===== src/rtl/fetch_instr_queue.sv =====
// Fetch -> decode decoupling FIFO.
// Holds {Instr, PC, PCPlus4} triples in a small register array with valid/ready on both
// sides. A redirect flush empties the queue in one edge. An empty queue presents a NOP bubble.
// Optional statistics (stall counter, occupancy high-water mark) are compiled in when the
// macro FETCH_QUEUE_STATS_EN is defined.
module fetch_instr_queue #(
    parameter int unsigned          DATA_WIDTH = 32,
    parameter int unsigned          DEPTH      = 4,
    parameter logic [DATA_WIDTH-1:0] NOP_INSTR = 32'h0000_0013
) (
    input  logic                       clk,
    input  logic                       rst_n,
    input  logic                       flush_i,
    // Fetch side
    input  logic                       valid_i,
    input  logic [DATA_WIDTH-1:0]      Instr_i,
    input  logic [DATA_WIDTH-1:0]      PC_i,
    input  logic [DATA_WIDTH-1:0]      PCPlus4_i,
    output logic                       ready_o,
    // Decode side
    output logic                       valid_o,
    input  logic                       ready_i,
    output logic [DATA_WIDTH-1:0]      Instr_o,
    output logic [DATA_WIDTH-1:0]      PC_o,
    output logic [DATA_WIDTH-1:0]      PCPlus4_o,
    output logic [$clog2(DEPTH):0]     count_o
`ifdef FETCH_QUEUE_STATS_EN
    ,
    output logic [31:0]                stall_cnt_o,
    output logic [$clog2(DEPTH):0]     max_count_o
`endif
);

    localparam int unsigned PTR_W = $clog2(DEPTH);
    localparam int unsigned CNT_W = PTR_W + 1;

    localparam logic [CNT_W-1:0] CNT_FULL = CNT_W'(DEPTH);
    localparam logic [CNT_W-1:0] CNT_ONE  = CNT_W'(1);
    localparam logic [PTR_W-1:0] PTR_ONE  = PTR_W'(1);

    // Storage, intentionally not reset: contents are only observable through count.
    logic [DATA_WIDTH-1:0] instr_mem [DEPTH];
    logic [DATA_WIDTH-1:0] pc_mem    [DEPTH];
    logic [DATA_WIDTH-1:0] pc4_mem   [DEPTH];

    logic [PTR_W-1:0] wr_ptr_q, wr_ptr_d;
    logic [PTR_W-1:0] rd_ptr_q, rd_ptr_d;
    logic [CNT_W-1:0] count_q, count_d;

    logic full;
    logic empty;
    logic push;
    logic pop;

    // Handshake decode; flush cancels any transfer offered in the same cycle.
    always_comb begin
        full    = (count_q == CNT_FULL);
        empty   = (count_q == '0);
        ready_o = rst_n & ~full;
        valid_o = rst_n & ~empty;
        push    = valid_i & ready_o & ~flush_i;
        pop     = valid_o & ready_i & ~flush_i;
    end

    // Next-state for pointers and occupancy.
    always_comb begin
        wr_ptr_d = wr_ptr_q;
        rd_ptr_d = rd_ptr_q;
        count_d  = count_q;
        if (flush_i) begin
            wr_ptr_d = '0;
            rd_ptr_d = '0;
            count_d  = '0;
        end else begin
            if (push) begin
                wr_ptr_d = wr_ptr_q + PTR_ONE;
            end
            if (pop) begin
                rd_ptr_d = rd_ptr_q + PTR_ONE;
            end
            unique case ({push, pop})
                2'b10:   count_d = count_q + CNT_ONE;
                2'b01:   count_d = count_q - CNT_ONE;
                default: count_d = count_q;
            endcase
        end
    end

    // Pointer and occupancy registers; reset dominates flush, push and pop.
    always_ff @(posedge clk) begin
        if (!rst_n) begin
            wr_ptr_q <= '0;
            rd_ptr_q <= '0;
            count_q  <= '0;
        end else begin
            wr_ptr_q <= wr_ptr_d;
            rd_ptr_q <= rd_ptr_d;
            count_q  <= count_d;
        end
    end

    // Entry write; push is already qualified by reset and flush.
    always_ff @(posedge clk) begin
        if (push) begin
            instr_mem[wr_ptr_q] <= Instr_i;
            pc_mem[wr_ptr_q]    <= PC_i;
            pc4_mem[wr_ptr_q]   <= PCPlus4_i;
        end
    end

    // Head presentation; bubble values whenever nothing valid is at the head.
    always_comb begin
        if (valid_o) begin
            Instr_o   = instr_mem[rd_ptr_q];
            PC_o      = pc_mem[rd_ptr_q];
            PCPlus4_o = pc4_mem[rd_ptr_q];
        end else begin
            Instr_o   = NOP_INSTR;
            PC_o      = '0;
            PCPlus4_o = '0;
        end
        count_o = rst_n ? count_q : '0;
    end

`ifdef FETCH_QUEUE_STATS_EN
    logic [31:0]      stall_cnt_q;
    logic [CNT_W-1:0] max_count_q;

    // Stall counter saturates; high-water mark tracks next occupancy so it is never stale.
    // Flush deliberately leaves both untouched.
    always_ff @(posedge clk) begin
        if (!rst_n) begin
            stall_cnt_q <= '0;
            max_count_q <= '0;
        end else begin
            if (valid_i && !ready_o && (stall_cnt_q != 32'hFFFF_FFFF)) begin
                stall_cnt_q <= stall_cnt_q + 32'd1;
            end
            if (count_d > max_count_q) begin
                max_count_q <= count_d;
            end
        end
    end

    assign stall_cnt_o = stall_cnt_q;
    assign max_count_o = max_count_q;
`endif

endmodule


===== config.mk =====
export PLATFORM = sky130hd
export DESIGN_NAME = fetch_instr_queue
export DESIGN_NICKNAME = d
export VERILOG_FILES = /design/src/rtl/fetch_instr_queue.sv
export SDC_FILE = /design/constraint.sdc
export NUM_CORES = 1
export LEC_CHECK = 0
export ABC_AREA = 1
export BUFFER_PORTS_ARGS = -buffer_cell sky130_fd_sc_hd__buf_4
export CAP_MARGIN = 20
export CORE_MARGIN = 1.5
export CORE_UTILIZATION = 40
export CTS_BUF_LIST = sky130_fd_sc_hd__clkbuf_8
export DETAILED_ROUTE_END_ITERATION = 10
export GPL_TIMING_DRIVEN = 0
export PLACE_DENSITY = 0.63
export SYNTH_ARGS = -nofsm -noshare
export SYNTH_HDL_FRONTEND = slang
export SYNTH_SLANG_ARGS = --single-unit

===== constraint.sdc =====
create_clock -name clk -period 5.9 [get_ports clk]
set_input_delay 0.59 -clock clk [delete_from_list [all_inputs] [get_ports clk]]
set_output_delay 0.59 -clock clk [all_outputs]
set_load 0.02 [all_outputs]

**After elaboration in Yosys (flattened, before gate mapping)**

Memory sizes are Yosys's and may differ from the RTL's. A register that Yosys moved wholly into a read port is not among the register bits.
Index checks and enable logic that the tools add are counted.

- Register bits after elaboration: 7
- Memory bits (writable): 384
- Output and inout bits: 101
- Memories kept: 3

Memories:

| memory | words | width | read ports | clocked after memory_dff | wr ports | RTL line | RTL |
|---|---|---|---|---|---|---|---|
| instr_mem | 4 | 32 | 1 | 1 | 1 | 42 | `logic [DATA_WIDTH-1:0] instr_mem [DEPTH];` |
| pc4_mem | 4 | 32 | 1 | 1 | 1 | 44 | `logic [DATA_WIDTH-1:0] pc4_mem [DEPTH];` |
| pc_mem | 4 | 32 | 1 | 1 | 1 | 43 | `logic [DATA_WIDTH-1:0] pc_mem [DEPTH];` |

- Add/subtract/negate cells: 4
- Equal/unequal tests: 3
- Mux-type cells: 13
- Bitwise gates (word level): 10
- Reductions and logical operators: 3

Operator list:

| operator | count |
|---|---|
| $mux W32 | 3 |
| $mux W2 | 6 |
| $and A1 B1 Y1 | 6 |
| $pmux W3 S2 | 1 |
| $add A2 B1 Y2 const B | 2 |
| $not A1 Y1 | 4 |
| $add A3 B1 Y3 const B | 1 |
| $eq A3 B3 Y1 const B | 1 |
| $logic_not A3 Y1 | 1 |
| $mux W3 | 1 |
| $sub A3 B1 Y3 const B | 1 |
| $eq A2 B1 Y1 const B | 1 |
| $eq A2 B2 Y1 const B | 1 |
| $mux W1 | 2 |
| $reduce_bool A2 Y1 | 1 |
| $reduce_or A2 Y1 | 1 |

**Logic depth before layout (Yosys ltp)**

- Word-level depth: 7
- Mapped depth: 13
- Gate-level depth less buffers: 13

**Worst setup path before layout**

No wires, ideal clock.

- Kind: input-to-reg
- Start point: input port rst_n
- End point: memory instr_mem[0][0] (enable)
- Arrival time: 5.172 ns
- Setup slack: 0.176 ns
- Stages on the path: 4
- Path buffers: 0
- Cell sequence: nand2_1 nand3_1 nand2_1 nor2_1

- Word-level cells in the longest chain between the ends: 5

Ends and longest elaborated chain:

| element | RTL line | RTL |
|---|---|---|
| start, declared | 12 | `input logic rst_n,` |
| $and A1 B1 Y1 | 59 | `ready_o = rst_n & ~full;` |
| via ready_o | 19 | `output logic ready_o,` |
| $and A1 B1 Y1 (2 in series) | 61 | `push = valid_i & ready_o & ~flush_i;` |
| $mux W1 | 104 | `if (push) begin` |
| $mux W1 (not written as such) | 105 | `instr_mem[wr_ptr_q] <= Instr_i;` |
| end, declared | 42 |  |

The timed path passes the listed nets, and every way through them passes these cells.

==> impl_results.md <==
* Height of the die at approximately 200 um
* Vias per cell at 4.924
* CTS H-tree lvls at 2
* Count of input and output buffers at 201
* Clk pwr share at 0.387
* Initial Util at 0.4059
* Synthesized cell area at 15,290 um2
* Detailed placement HPWL at roughly 23,000 um
* Io pins at 202
* Internal at 4.232 mW
* Post-layout power at around 5.4 mW
* Drt drc at 0
* Sequential power share at 0.576
* RR Startpoint: count_q[1]
* Max Clock Skew at 0.02844 ns
* Slew headroom at 0.4192
* Most common cell after layout, fill and taps aside: edfxtp_1
* Worst Hold Class: in2reg
* Largest net degree at the start of global routing at 29
* Gp weighted congestion at ~0.8
* Initial antenna violation count at 1
* R2R cell count at 6
* Post-CTS Setup Bufs at 0
* Ys Warns at 0
* RSZ-0062 raised after global routing: no
* Startpoint types: flop
* Max VDD drop at about 0.16 mV
* Cell count after synthesis at 1,207
* Worst Max-Slew Pin Slew at 0.8691 ns
* Cts hold-fix bufs at 0
* Clock transition at path regs at around 0.060 ns
* Crit path DAT at around 2.5 ns
* Post-CTS sizing at 0
* Via count at 10,060
* Row cnt at 71
* Chip Width at 198.5 um
* Die footprint at 39,410 um2
* Outcome: completed
* CTS tree: built
* Crit end category: output port
* Clock Latency Late Sink at around 0.64 ns
* Vias in the first global route at between 9,000 and 10,000
* Worst Hold End: instr_mem[2][27]
* Crit path time final at 3.117 ns
* #FFs+latches synth at 393
* Remaining global-route overflow at 0
* Gr usage total at 0.1937
* Maxcap violations at 0
* Fill cell count at ~3,400
* Psw at ~1.1 mW
* R2r endpoint: pc4_mem[1][16]
* DR WL/cell at about 19 um
* Hold path depth at 1
* Comb pwr share at 0.037
* Antenna Nets Post-Route at 0
* Sw frac at 0.2134
* Endpoints failing hold at 0
* Final setup violation count at 0
* Clock Tree Buf Depth at 3
* R2r setup slk at 3.26 ns
* Max Fclk at 0.3208 GHz
* WL final at 37,890 um
* Synth Area per Inst at 12.67 um2
* Core Region at 37,670 um2
* Distinct cells, synth at 19
* CP required at around 5.3 ns
* Clock root buffer: clkbuf_8
* Hold Startpoint: Instr_i[27]
* Slew Limit Fails at 0
* 1st-iter DRT viols at 813
* CP max FO at 10
* Fin util at 0.5007
* Final period utilization at 0.5283
* Leakage power at 6.893 nW
* Fraction of layout cells with a size suffix above 1 at 0.2253
* Area Overhead vs Synth at 23.34%
* CTS Sinks at around 390
* Pwr dens at 285.3 nW/um2
* Nets at between 1,500 and 2,000
* Drt pass-1 iters at 5
* Sequential-to-total area share from yosys stat at 0.7660
* Setup Crit Path Kind: reg2out
* Commonest non-fill, non-tap cells in the layout: edfxtp_1, nor2_1, buf_4, o21ai_1, a21oi_1
* Synth Net Count at ~1,300
* TritonCTS Buffers at 60
* Global-route wire length before repair at 56,520 um
## power groups by stage
stage | combinational [mW] | clock [mW] | sequential (mW)
finish | 0.198 | 2.08 | 3.10
global route | 0.218 | 2.26 | 3.10
CTS | 0.200 | 2.14 | 3.10
floorplan | 0.0703 | 0 | 3.16
global placement | 0.185 | 0 | 3.17
detailed placement | 0.199 | 0 | 3.16
## worst max-delay path: stages, from the launching register on
cell and delay (ns):
dfxtp_1 0.30, buf_2 0.27, inv_2 0.18, buf_2 0.25, buf_2 0.23, nor2_1 0.11
o21ai_1 0.07, a21oi_1 0.27, buf_4 0.20
## how the worst max path moves through the flow
| stage | slack [ns] | cells after the start | to |
|---|---|---|---|
| 2_1_floorplan | 0.18 | 4 | instr_mem[0][0] |
| 3_3_place_gp | -3.27 | 5 | pc4_mem[3][21] |
| 3_5_place_dp | 2.90 | 7 | pc4_mem[1][16] |
| 4_1_cts | 2.69 | 8 | PC_o[28] |
| 5_1_grt | 2.62 | 8 | PC_o[0] |
| 6_report | 2.78 | 8 | PC_o[28] |
## metal layers
layer  share of wire  global-route usage  vias up
met1            0.42              0.2530     4843
met2            0.49              0.3196      320
li1                -                   -     4840
met4           0.019             0.06566        0
met3           0.071             0.04425       56
met5               0                   0        -
## registers in the layout, summed over array words and instances, names as in the netlist, named ones only
| name | count |
|---|---|
| instr_mem | 128 |
| pc4_mem | 128 |
| pc_mem | 128 |
| count_q | 3 |
| rd_ptr_q | 2 |
| wr_ptr_q | 2 |
## per-stage QoR
| step | cells | TNS, ns | area, um2 | hold slack [ns] | setup slack (ns) |
|---|---|---|---|---|---|
| 6_report | 2043 | 0 | 18860 | 0.1387 | 2.783 |
| 5_1_grt | 2042 | 0 | 18860 | 0.09161 | 2.617 |
| 4_1_cts | 2042 | 0 | 18860 | 0.07306 | 2.689 |
| 3_5_place_dp | 1932 | 0 | 17740 | 0.4732 | 2.903 |
| 3_3_place_gp | 1919 | -1223.77 | 17440 | 0.4613 | -3.267 |
| 2_1_floorplan | 1207 | 0 | 15290 | 0.4528 | 0.1761 |
## cells in the mapped netlist
library cell / number / area (um2)
a21oi_1: 99 / 495.5
buf_1: 5 / 18.77
buf_2: 41 / 205.2
buf_6: 1 / 11.26
clkbuf_1: 26 / 97.59
dfxtp_1: 9 / 180.2
edfxtp_1: 384 / 11530
fa_1: 1 / 20.02
ha_1: 5 / 62.56
inv_1: 22 / 82.58
inv_2: 3 / 11.26
nand2_1: 19 / 71.32
nand3_1: 5 / 25.02
nand3_2: 1 / 10.01
nor2_1: 387 / 1453
o211ai_1: 6 / 45.04
o21ai_0: 13 / 65.06
o21ai_1: 177 / 885.9
or2_2: 3 / 18.77
## cells by family after synthesis
| kind of cell | after synthesis | synth area share |
|---|---|---|
| compound gates | 295 | 0.09754 |
| fa+ha+maj | 6 | 0.005401 |
| flops | 393 | 0.7660 |
| buf+inv | 98 | 0.02791 |
| simple gates | 415 | 0.1032 |
## final cells by class
type,count,area (um2),share of cell area
timing repair buffer,214,1784,0.09461
clock inverter,45,217.7,0.01154
antenna,1,2.502,0.0001327
clock buffer,65,894.6,0.04744
tap,511,639.4,0.03390
buffer,73,332.8,0.01765
multi-input combinational,716,3182,0.1687
inverter,25,93.84,0.004976
sequential,393,11710,0.6210
Power figures use the tool's default switching activity.
